<file path="src/rtl/game_autoplayer.sv">
// Scripted compass-move player for the adventure game FSM: replays a stored path
// one move at a time and reports whether the game was won, lost or the path ran out.
module game_autoplayer #(
  parameter int MAX_MOVES   = 8,
  parameter int STEP_CYCLES = 1
) (
  input  logic                         clk,
  input  logic                         reset,
  input  logic                         load_we,
  input  logic [$clog2(MAX_MOVES)-1:0] load_addr,
  input  logic [1:0]                   load_dir,
  input  logic [$clog2(MAX_MOVES):0]   path_len,
  input  logic                         start,
  input  logic                         win,
  input  logic                         die,
  output logic                         game_reset,
  output logic                         n,
  output logic                         e,
  output logic                         s,
  output logic                         w,
  output logic                         busy,
  output logic                         done,
  output logic [1:0]                   outcome,
  output logic [$clog2(MAX_MOVES):0]   moves_taken
);
  localparam int AW = $clog2(MAX_MOVES);
  localparam int LW = AW + 1;

  localparam logic [2:0] IDLE  = 3'd0;
  localparam logic [2:0] GRST  = 3'd1;
  localparam logic [2:0] MOVE  = 3'd2;
  localparam logic [2:0] CHECK = 3'd3;
  localparam logic [2:0] DONE  = 3'd4;

  localparam logic [1:0] OUT_EXHAUSTED = 2'b00;
  localparam logic [1:0] OUT_WIN       = 2'b01;
  localparam logic [1:0] OUT_DIE       = 2'b10;

  localparam logic [LW-1:0] MAX_LEN   = LW'(MAX_MOVES);
  localparam logic [3:0]    STEP_LAST = 4'(STEP_CYCLES - 1);

  logic [2:0]    state;
  logic [1:0]    path [MAX_MOVES];
  logic [AW-1:0] idx;
  logic [AW-1:0] idx_next;
  logic [LW-1:0] idx_plus1;
  logic [LW-1:0] len;
  logic [3:0]    cnt;
  logic [3:0]    dirs;

  function automatic logic [LW-1:0] sat_len(input logic [LW-1:0] v);
    return (v > MAX_LEN) ? MAX_LEN : v;
  endfunction

  // Returns {n,e,s,w}; code 00=N, 01=E, 10=S, 11=W.
  function automatic logic [3:0] dir_onehot(input logic [1:0] code);
    return 4'b1000 >> code;
  endfunction

  assign {n, e, s, w} = dirs;
  assign idx_next     = idx + AW'(1);
  assign idx_plus1    = LW'(idx) + LW'(1);

  // Path memory only accepts writes while no run is in flight.
  always_ff @(posedge clk or negedge reset) begin
    if (!reset) begin
      for (int i = 0; i < MAX_MOVES; i++) path[i] <= 2'b00;
    end else if (load_we && (state == IDLE || state == DONE)) begin
      path[load_addr] <= load_dir;
    end
  end

  always_ff @(posedge clk or negedge reset) begin
    if (!reset) begin
      state       <= IDLE;
      game_reset  <= 1'b0;
      dirs        <= 4'b0000;
      busy        <= 1'b0;
      done        <= 1'b0;
      outcome     <= OUT_EXHAUSTED;
      moves_taken <= '0;
      idx         <= '0;
      len         <= '0;
      cnt         <= '0;
    end else begin
      case (state)
        IDLE, DONE: begin
          if (state == IDLE || start) begin
            done        <= 1'b0;
            outcome     <= OUT_EXHAUSTED;
            moves_taken <= '0;
            idx         <= '0;
          end
          if (start) begin
            state      <= GRST;
            game_reset <= 1'b1;
            busy       <= 1'b1;
          end
        end
        GRST: begin
          game_reset <= 1'b0;
          len        <= sat_len(path_len);
          if (path_len == '0) begin
            state   <= DONE;
            busy    <= 1'b0;
            done    <= 1'b1;
            outcome <= OUT_EXHAUSTED;
          end else begin
            state       <= MOVE;
            dirs        <= dir_onehot(path[0]);
            moves_taken <= LW'(1);
            cnt         <= STEP_LAST;
          end
        end
        MOVE: begin
          if (cnt == 4'd0) begin
            state <= CHECK;
            dirs  <= 4'b0000;
          end else begin
            cnt <= cnt - 4'd1;
          end
        end
        CHECK: begin
          if (win || die || idx_plus1 == len) begin
            state   <= DONE;
            busy    <= 1'b0;
            done    <= 1'b1;
            outcome <= win ? OUT_WIN : (die ? OUT_DIE : OUT_EXHAUSTED);
          end else begin
            state       <= MOVE;
            idx         <= idx_next;
            dirs        <= dir_onehot(path[idx_next]);
            moves_taken <= moves_taken + LW'(1);
            cnt         <= STEP_LAST;
          end
        end
        default: state <= IDLE;
      endcase
    end
  end
endmodule

</file>
<file path="config.mk">
export PLATFORM = sky130hd
export DESIGN_NAME = game_autoplayer
export DESIGN_NICKNAME = d
export VERILOG_FILES = /design/src/rtl/game_autoplayer.sv
export SDC_FILE = /design/constraint.sdc
export NUM_CORES = 1
export LEC_CHECK = 0
export BUFFER_PORTS_ARGS = -buffer_cell sky130_fd_sc_hd__buf_2
export CORE_MARGIN = 4
export CORE_UTILIZATION = 40
export CTS_BUF_LIST = sky130_fd_sc_hd__clkbuf_2
export CTS_CLUSTER_DIAMETER = 50
export DETAILED_ROUTE_END_ITERATION = 8
export PLACE_DENSITY_LB_ADDON = 0.05
export SYNTH_ARGS = -nofsm -noshare
export SYNTH_HDL_FRONTEND = slang
export SYNTH_SLANG_ARGS = --single-unit
</file>
<file path="constraint.sdc">
create_clock -name clk -period 2.5 [get_ports clk]
set_clock_uncertainty 0.15 [all_clocks]
set_input_delay 0.25 -clock clk [delete_from_list [all_inputs] [get_ports clk]]
set_output_delay 0.25 -clock clk [all_outputs]
set_load 0.05 [all_outputs]
</file>
### Yosys cells after proc, flatten, opt, wreduce, memory -nomap -nowiden

Cells that the tools add are included.

* flip-flop bits (word level): 43
* latch bits: 0
* RAM bits: 0
* bits in read-only memories: 0
* word-level logic and storage cells: 107
* memories: 0

* add/sub/neg operators: 4
* multipliers: 0
* divide/modulo/power cells: 0
* $lt $le $gt $ge: 4
* equal/unequal tests: 13
* shift-type cells: 2
* multiplexer cells: 42
* bitwise operators: 2
* reduce and logical (&&, ||, !) cells: 22

Operators with widths (count)
* two-way mux 4 bit: 10
* one-hot mux 4 bit (3 select lines): 3
* AND reduction 4 bit: 5
* two-way mux 3 bit: 6
* bitwise mux 16 bit: 1
* two-way mux 2 bit: 8
* != test 2 bit (second input constant): 8
* one-hot mux 3 bit (4 select lines): 1
* >= comparator 4 bit (second input constant): 2
* logical NOT 4 bit: 2
* inverter 3 -> 4 bit: 2
* >> shifter 4 x 2 -> 4 bit (first input constant): 2
* binary-select mux 2 bit (select 3 bit): 1
* demux 2 bit (select 3 bit): 1
* == test 3 x 2 -> 1 bit (second input constant): 2
* two-way mux 1 bit: 6
* one-hot mux 1 bit (3 select lines): 2
* one-hot mux 2 bit (3 select lines): 1
* one-hot mux 3 bit (2 select lines): 1
* nonzero test 3 bit: 2
* adder 3 x 1 -> 4 bit (second input constant): 1
* adder 4 x 1 -> 4 bit (second input constant): 1
* == test 4 bit: 1
* greater-than comparator 4 bit (second input constant): 1
* other kinds (13): 19

### Depth between registers and ports, before layout

Gate-level depths: netlist of run 1.

* depth after elaboration: 8
* gate-level depth with buffers: 8
* mapped depth without buffers: 7

### Worst setup path after synthesis of run 1

OpenSTA, ideal clock, no wires.

* path type: reg-to-reg
* from: register idx[0]
* to: register dirs[1]
* arrival: 2174 ps
* data required time: 2229 ps
* path slack: 55 ps
* cell stages (with the launch flop): 7
* clock period less this slack: 2445 ps
* path through: dfrtp_1 > ha_1 > xor2_1 > mux2_2 > o311a_1 > a32o_1 > a22o_2

* longest elaborated chain between the ends: 8
* elaborated cells on any way between the ends: 13
* classes of those cells: 2 x add/sub; 2 x eq/ne; 1 x shift; 5 x mux; 1 x bitwise; 2 x reduce/logical

Ends and longest elaborated chain
* start: declaration: line 44 `logic [AW-1:0] idx;`
* start signal: assignment: line 131 `idx <= idx_next;`
* adder 3 x 1 -> 3 bit: line 61 `assign idx_next = idx + AW'(1);`
* inverter 3 -> 4 bit (implied by the code): line 132 `dirs <= dir_onehot(path[idx_next]);`
* binary-select mux 2 bit (select 3 bit): line 132
* two-way mux 2 bit (implied by the code) (2 in series): line 132
* >> shifter 4 x 2 -> 4 bit: line 57 `return 4'b1000 >> code;`
* two-way mux 4 bit: line 124 `if (win || die || idx_plus1 == len) begin`
* one-hot mux 4 bit (3 select lines): line 86 `case (state)`
* end signal: assignment: line 110 `dirs <= dir_onehot(path[0]);`
* end signal: assignment: line 132
* end: declaration: line 49 `logic [3:0] dirs;`

Parallel ways exist; a longest one is shown, timed or not. The select of a mux whose other input is x is not followed.
A chain may end at the register's enable or synchronous reset.

### Worst setup path in the final report of run 1

* from: register idx[1]
* to: register dirs[1]

The elaborated chain is that of the path after synthesis.

==> impl_metrics.json, run 1 <==
{
  "diodes": 0,
  "cts_tree": "done",
  "synth_nets": 244,
  "ys_seq_elements": 43,
  "fp.dieH_um": 84.2,
  "crit_type": "reg -> reg",
  "rsz0062_at_grt": "false",
  "drcViolationCount": 0,
  "worstPathMaxFanout": 4,
  "grt_max_degree": 27,
  "yosysSeqAreaShare_pct": 46.3,
  "synthArstFlopShare_pct": 100,
  "drv_slew": 0,
  "dpl.cell_count": 330,
  "postRouteAntennaNets": 0,
  "power.density_nw_per_um2": 1100,
  "drive_above_1_share_pct": 26.4,
  "cap_viol_max_count": 0,
  "vdd_drop_max_mv": 0.425,
  "core_area_sq_um": 5570,
  "die_area_sq_um": 7090,
  "synth.distinct_cells": 48,
  "cts_made_buffers": 5,
  "tns_ns": 0,
  "synth_top_area_cell": "dfrtp_1",
  "vias": 1899,
  "yosysWarnings": 0,
  "port_buffers": 27,
  "fin_cells": 352,
  "n_fill_cell": 543,
  "die_x_um": 84.2,
  "critical_path_required_ns": 2.68,
  "synth_area_leaders": "dfrtp_1 (46%), mux2_2 (8.7%), nand2_1 (4.2%)",
  "viasPerCell": 5.39,
  "routed_wl_mm": 5.59,
  "clkTransAtPathRegs_ns": 0.23,
  "area_growth_pct": 20.3,
  "cts_max_path_buffers": 2,
  "post-route-min-period_ns": 2.31,
  "setup_viol": 0,
  "worstPathArrival_ns": 2.49,
  "final_nets": 298,
  "grt_pass1_vias": 1963,
  "fmaxAchievable_mhz": 433,
  "syn_avg_cell_area_sq_um": 10.3,
  "synth_area_sq_um": 2320,
  "fin_crit_sh_pct": 92.4,
  "outcome": "finished clean",
  "final_core_util_pct": 50.1,
  "drt_iter0_markers": 95,
  "ios": 28,
  "max_stage_delay_ns": 0.46,
  "synth_top_flop_cell": "dfrtp_1",
  "hpwl_mm": 4.21,
  "syn_inst": 225,
  "row_count": 27,
  "p_leak_nw": 1.27,
  "clkSinkCount": 43,
  "globalplace.congestion": 0.798,
  "grt_first_pass_wirelength_mm": 9.58,
  "antenna_found_initial": 0,
  "worstMarginPinSlew_ns": 0.479,
  "slowest_stage": "dfrtp_1",
  "grt_usage_pct": 16.9,
  "initial_core_util_pct": 41.7,
  "cts_root_buf": "clkbuf_2",
  "hp-class": "in -> reg",
  "avgRoutedWirePerCell_um": 15.9,
  "crit_chain": "ha_2, xor2_1, mux2_2, o311a_1, a32o_1, a22o_2",
  "grt_overflow_total": 0,
  "critPathLaunchType": "flop",
  "crit_family": "compound AO/OA/AOI/OAI gates",
  "slew_headroom_pct": 67.9,
  "clk_latency_ns": 0.41,
  "regArea_sq_um": 1080,
  "synth_enable_flop_cells": 0,
  "critPathCaptureType": "flop",
  "drt_pre_antenna_iters": 4,
  "critPathBufInv": 0,
  "final_hold_viol_count": 0,
  "yosysTopAreaCellShare_pct": 46.3,
  "h-tree-depth": 2,
  "multiInputGateArea_sq_um": 1190
}
path summary, 6_finish.rpt:
check	start	to	slack, ns	cells after the start
max	idx[1]	dirs[1]	0.19	6
min	load_dir[1]	path[7]	0.03	2
max reg2reg	idx[1]	dirs[1]	0.19	6
min reg2reg	moves_taken[3]	moves_taken[3]	0.36	1
max in group asynchronous	reset	path[10]	1.42	3
min in group asynchronous	reset	state[2]	0.10	2
final cells by class:
cell class	instances	area share (%)
inverter	6	0.806
sequential	43	38.5
timing repair buffer	54	13.3
multi-input combinational	169	42.7
tap	72	3.22
clock buffer	6	1.07
clock inverter	2	0.448
power by group:
| group | internal, mW | total (mW) | switching (mW) | leakage, nW |
|---|---|---|---|---|
| combinational | 0.645 | 1.54 | 0.890 | 0.691 |
| clock | 0.0713 | 0.315 | 0.244 | 0.0290 |
| sequential | 0.972 | 1.22 | 0.245 | 0.547 |
synth_stat cells, types with 2 or more instances:
library cell,count
nor3_1,6
nand2_1,26
dfrtp_1,43
nand4_1,2
ha_1,4
a21oi_1,8
a32o_1,2
and3_1,5
mux2i_1,3
o21ai_0,11
a31oi_1,8
buf_2,3
mux4_2,2
xnor2_1,3
a211o_1,2
a21o_1,2
nor2_1,15
a22o_1,2
nor2b_1,4
mux2_2,18
nor3b_1,2
nand3_1,7
o211ai_1,3
mux4_1,2
nand2b_1,6
nand3b_1,2
o21a_1,4
xor2_1,2
inv_1,6
clkbuf_1,3
o31ai_1,2
worst register-to-register path, stage by stage (launching register included):
cell and delay [ns]:
dfrtp_1 0.46, ha_2 0.22, xor2_1 0.25, mux2_2 0.36, o311a_1 0.30, a32o_1 0.28, a22o_2 0.22
layer usage:
layer | global-route usage (%) | wire length (um) | vias to the layer above
met5 | 0 | 0 | -
met4 | 7.02 | 139 | 0
met3 | 2.75 | 150 | 13
met2 | 29.5 | 2780 | 31
met1 | 20.7 | 2520 | 919
li1 | - | - | 936
registers in the layout, summed over array words and instances (netlist names), 2 cells and up:
signal and flops:
cnt 4, dirs 4, idx 3, len 4, moves_taken 4, outcome 2, path 16, state 3
what timing repair did:
item                                    in CTS  in global routing
endpoints found under the setup margin       0                  2
resized for setup                            0                  1
hold endpoints to repair                    29                  0
hold buffers                                13                  0
buffers inserted                             0                  1
placed cells by master, fill, tap and decap left out, types with 5 or more instances in the layout:
master	Yosys	routed
nor2_1	15	15
a21oi_1	8	8
nand2_1	26	26
buf_2	3	27
inv_1	6	6
clkbuf_2	0	6
dlygate4sd3_1	0	13
o21ai_0	11	11
a31oi_1	8	8
nor3_1	6	6
buf_4	1	14
nand2b_1	6	6
mux2_2	18	18
dfrtp_1	43	43
and3_1	5	5
nand3_1	7	7
cell families (layout without fill, tap and decap cells):
| family | count (synthesis) | in the layout | synth area share (%) |
|---|---|---|---|
| and+or+nand+nor | 82 | 82 | 17.3 |
| AOI/OAI and AO/OA | 53 | 53 | 15.6 |
| DFF | 43 | 43 | 46.3 |
| muxes | 25 | 25 | 14.2 |
| buffers and inverters | 13 | 68 | 2.42 |
| xor gates and xnor gates | 5 | 5 | 1.89 |
| adders and majority gates | 4 | 4 | 2.16 |
per-stage QoR:
step,hold slack (ns),power (mW),setup slack [ns],area (sq um)
floorplan,-0.196,2.31,0.0553,2320
global placement,0.0629,2.76,0.217,2610
detailed placement,0.0618,2.77,0.156,2610
CTS,0.0115,3.10,0.122,2780
global route,0.0127,3.32,0.00460,2790
finish,0.0302,3.07,0.189,2790
Power figures use the tool's default switching activity.
==> inputs of run 2 (changes only) <==
==> constraint.sdc (replaced) <==
create_clock -name clk -period 2.1 [get_ports clk]
set_clock_uncertainty 0.15 [all_clocks]
set_input_delay 0.21 -clock clk [delete_from_list [all_inputs] [get_ports clk]]
set_output_delay 0.21 -clock clk [all_outputs]
set_load 0.05 [all_outputs]
==> run 2 against run 1 <==
Net effect: the flow now finishes with violations (setup timing); critical path depth unchanged; maximum frequency grew 8.6%; combinational power up 25%; non-clock buffer count up 8; critical path type unchanged.
==> impl_metrics.json, run 2 (synthesized netlist as in run 1, its figures left out) <==
{
  "worstPathArrival_ns": 2.33,
  "largest_reg_flops": 16,
  "largest-register": "path",
  "core_area_sq_um": 5570,
  "post-route-min-period_ns": 2.13,
  "area_growth_pct": 28.5,
  "crit_type": "reg -> reg",
  "worstPathMaxFanout": 4,
  "clkSinkCount": 43,
  "slew_headroom_pct": 67.5,
  "cts_made_buffers": 5,
  "power.density_nw_per_um2": 1340,
  "fp.dieH_um": 84.2,
  "die_x_um": 84.2,
  "rsz0062_at_grt": "true",
  "final_nets": 306,
  "cts_tree": "done",
  "setup_ws_ns": -0.0273,
  "worstMarginPinSlew_ns": 0.484,
  "antenna_found_initial": 0,
  "hp-class": "in -> reg",
  "globalplace.congestion": 0.798,
  "drt_pre_antenna_iters": 4,
  "post-cts-setup-buffers": 0,
  "grt_first_pass_wirelength_mm": 9.14,
  "grt_overflow_total": 0,
  "cts_root_buf": "clkbuf_2",
  "fmaxAchievable_mhz": 470,
  "grt_max_degree": 26,
  "die_area_sq_um": 7090,
  "initial_core_util_pct": 41.7,
  "grt_usage_pct": 16.1,
  "outcome": "complete, but fails checks",
  "vias": 1882,
  "critPathCaptureType": "flop",
  "p_leak_nw": 1.35,
  "vdd_drop_max_mv": 0.499,
  "hpwl_mm": 4.10,
  "drcViolationCount": 0,
  "critPathLaunchType": "flop",
  "grt_pass1_vias": 1822,
  "ios": 28,
  "cts_max_path_buffers": 2,
  "avgRoutedWirePerCell_um": 14.9,
  "critical_path_required_ns": 2.30,
  "routed_wl_mm": 5.38,
  "h-tree-depth": 2,
  "viasPerCell": 5.23,
  "postRouteAntennaNets": 0,
  "n_fill_cell": 525,
  "p_total_mw": 3.99,
  "diodes": 0,
  "clk_latency_ns": 0.42,
  "whs_ns": 0.0734,
  "final_cell_mix": "dfrtp_1 (42), buf_2 (27), nand2_1 (26)",
  "port_buffers": 27,
  "final_core_util_pct": 53.5,
  "clkTransAtPathRegs_ns": 0.23,
  "fin_crit_sh_pct": 101,
  "final_hold_viol_count": 0,
  "final_common_cell": "dfrtp_1",
  "setup_viol": 2,
  "drt_iter0_markers": 125,
  "row_count": 27,
  "violations": "setup timing",
  "cap_viol_max_count": 0,
  "drv_slew": 0,
  "drive_above_1_share_pct": 30.6
}
==> run 2: final cells by class <==
class                           count  area, sq um  area share (%)
Clock inverter                      2         60.1            2.01
Timing Repair Buffer               62          445            14.9
Tap cell                           72         90.1            3.02
Clock buffer                        6         30.0            1.01
Inverter                            6         22.5           0.755
Sequential cell                    43         1080            36.1
Multi-Input combinational cell    169         1260            42.2
==> run 2: worst paths after layout <==
check                               startpoint             end  slack [ns]  cells past startpoint
worst min-delay path              load_addr[1]         path[6]        0.07                      4
worst max register to register          idx[1]         dirs[2]       -0.03                      6
max in group asynchronous                reset          idx[0]        1.21                      3
worst min register to register  moves_taken[3]  moves_taken[3]        0.34                      1
worst max-delay path                    idx[1]         dirs[2]       -0.03                      6
min in group asynchronous                reset  moves_taken[1]        0.08                      2
==> run 2: critical path, stage by stage, from the launching register on <==
cell,delay [ns]
dfrtp_1,0.46
ha_4,0.20
xor2_4,0.15
mux2_4,0.31
o311a_4,0.32
a32o_2,0.26
o31ai_1,0.22
==> run 2: per-layer routing <==
metal	track usage (%)	share of wire [%]	wire length, um	vias to the layer above
met5	0	0	0	-
met4	3.65	1.0	56	0
met2	23.5	42	2280	37
met1	24.2	51	2760	883
met3	3.83	5.1	276	6
li1	-	-	-	956
==> run 2: metrics by stage <==
| stage | instances | cell area [sq um] | worst slack (ns) | TNS [ns] |
|---|---|---|---|---|
| floorplan | 225 | 2360 | -0.0505 | -0.0847 |
| global placement | 338 | 2720 | 0.0307 | 0 |
| detailed placement | 338 | 2720 | 0.00280 | 0 |
| CTS | 360 | 2950 | -0.0303 | -0.0459 |
| global route | 360 | 2980 | -0.0948 | -0.592 |
| finish | 360 | 2980 | -0.0273 | -0.0450 |
==> run 2: what timing repair did <==
| item | 4_1_cts | 5_1_grt |
|---|---|---|
| setup endpoints to repair | 5 | 15 |
| endpoints found under the hold margin | 66 | 0 |
| hold buffers | 14 | 0 |
| pin swaps | 3 | 1 |
| resized for setup | 0 | 7 |
==> run 2: power by group <==
part	leakage, nW	internal, mW	switching [mW]
logic	0.748	0.859	1.08
registers	0.545	1.16	0.297
clock network	0.0532	0.326	0.276
total	1.35	2.34	1.65
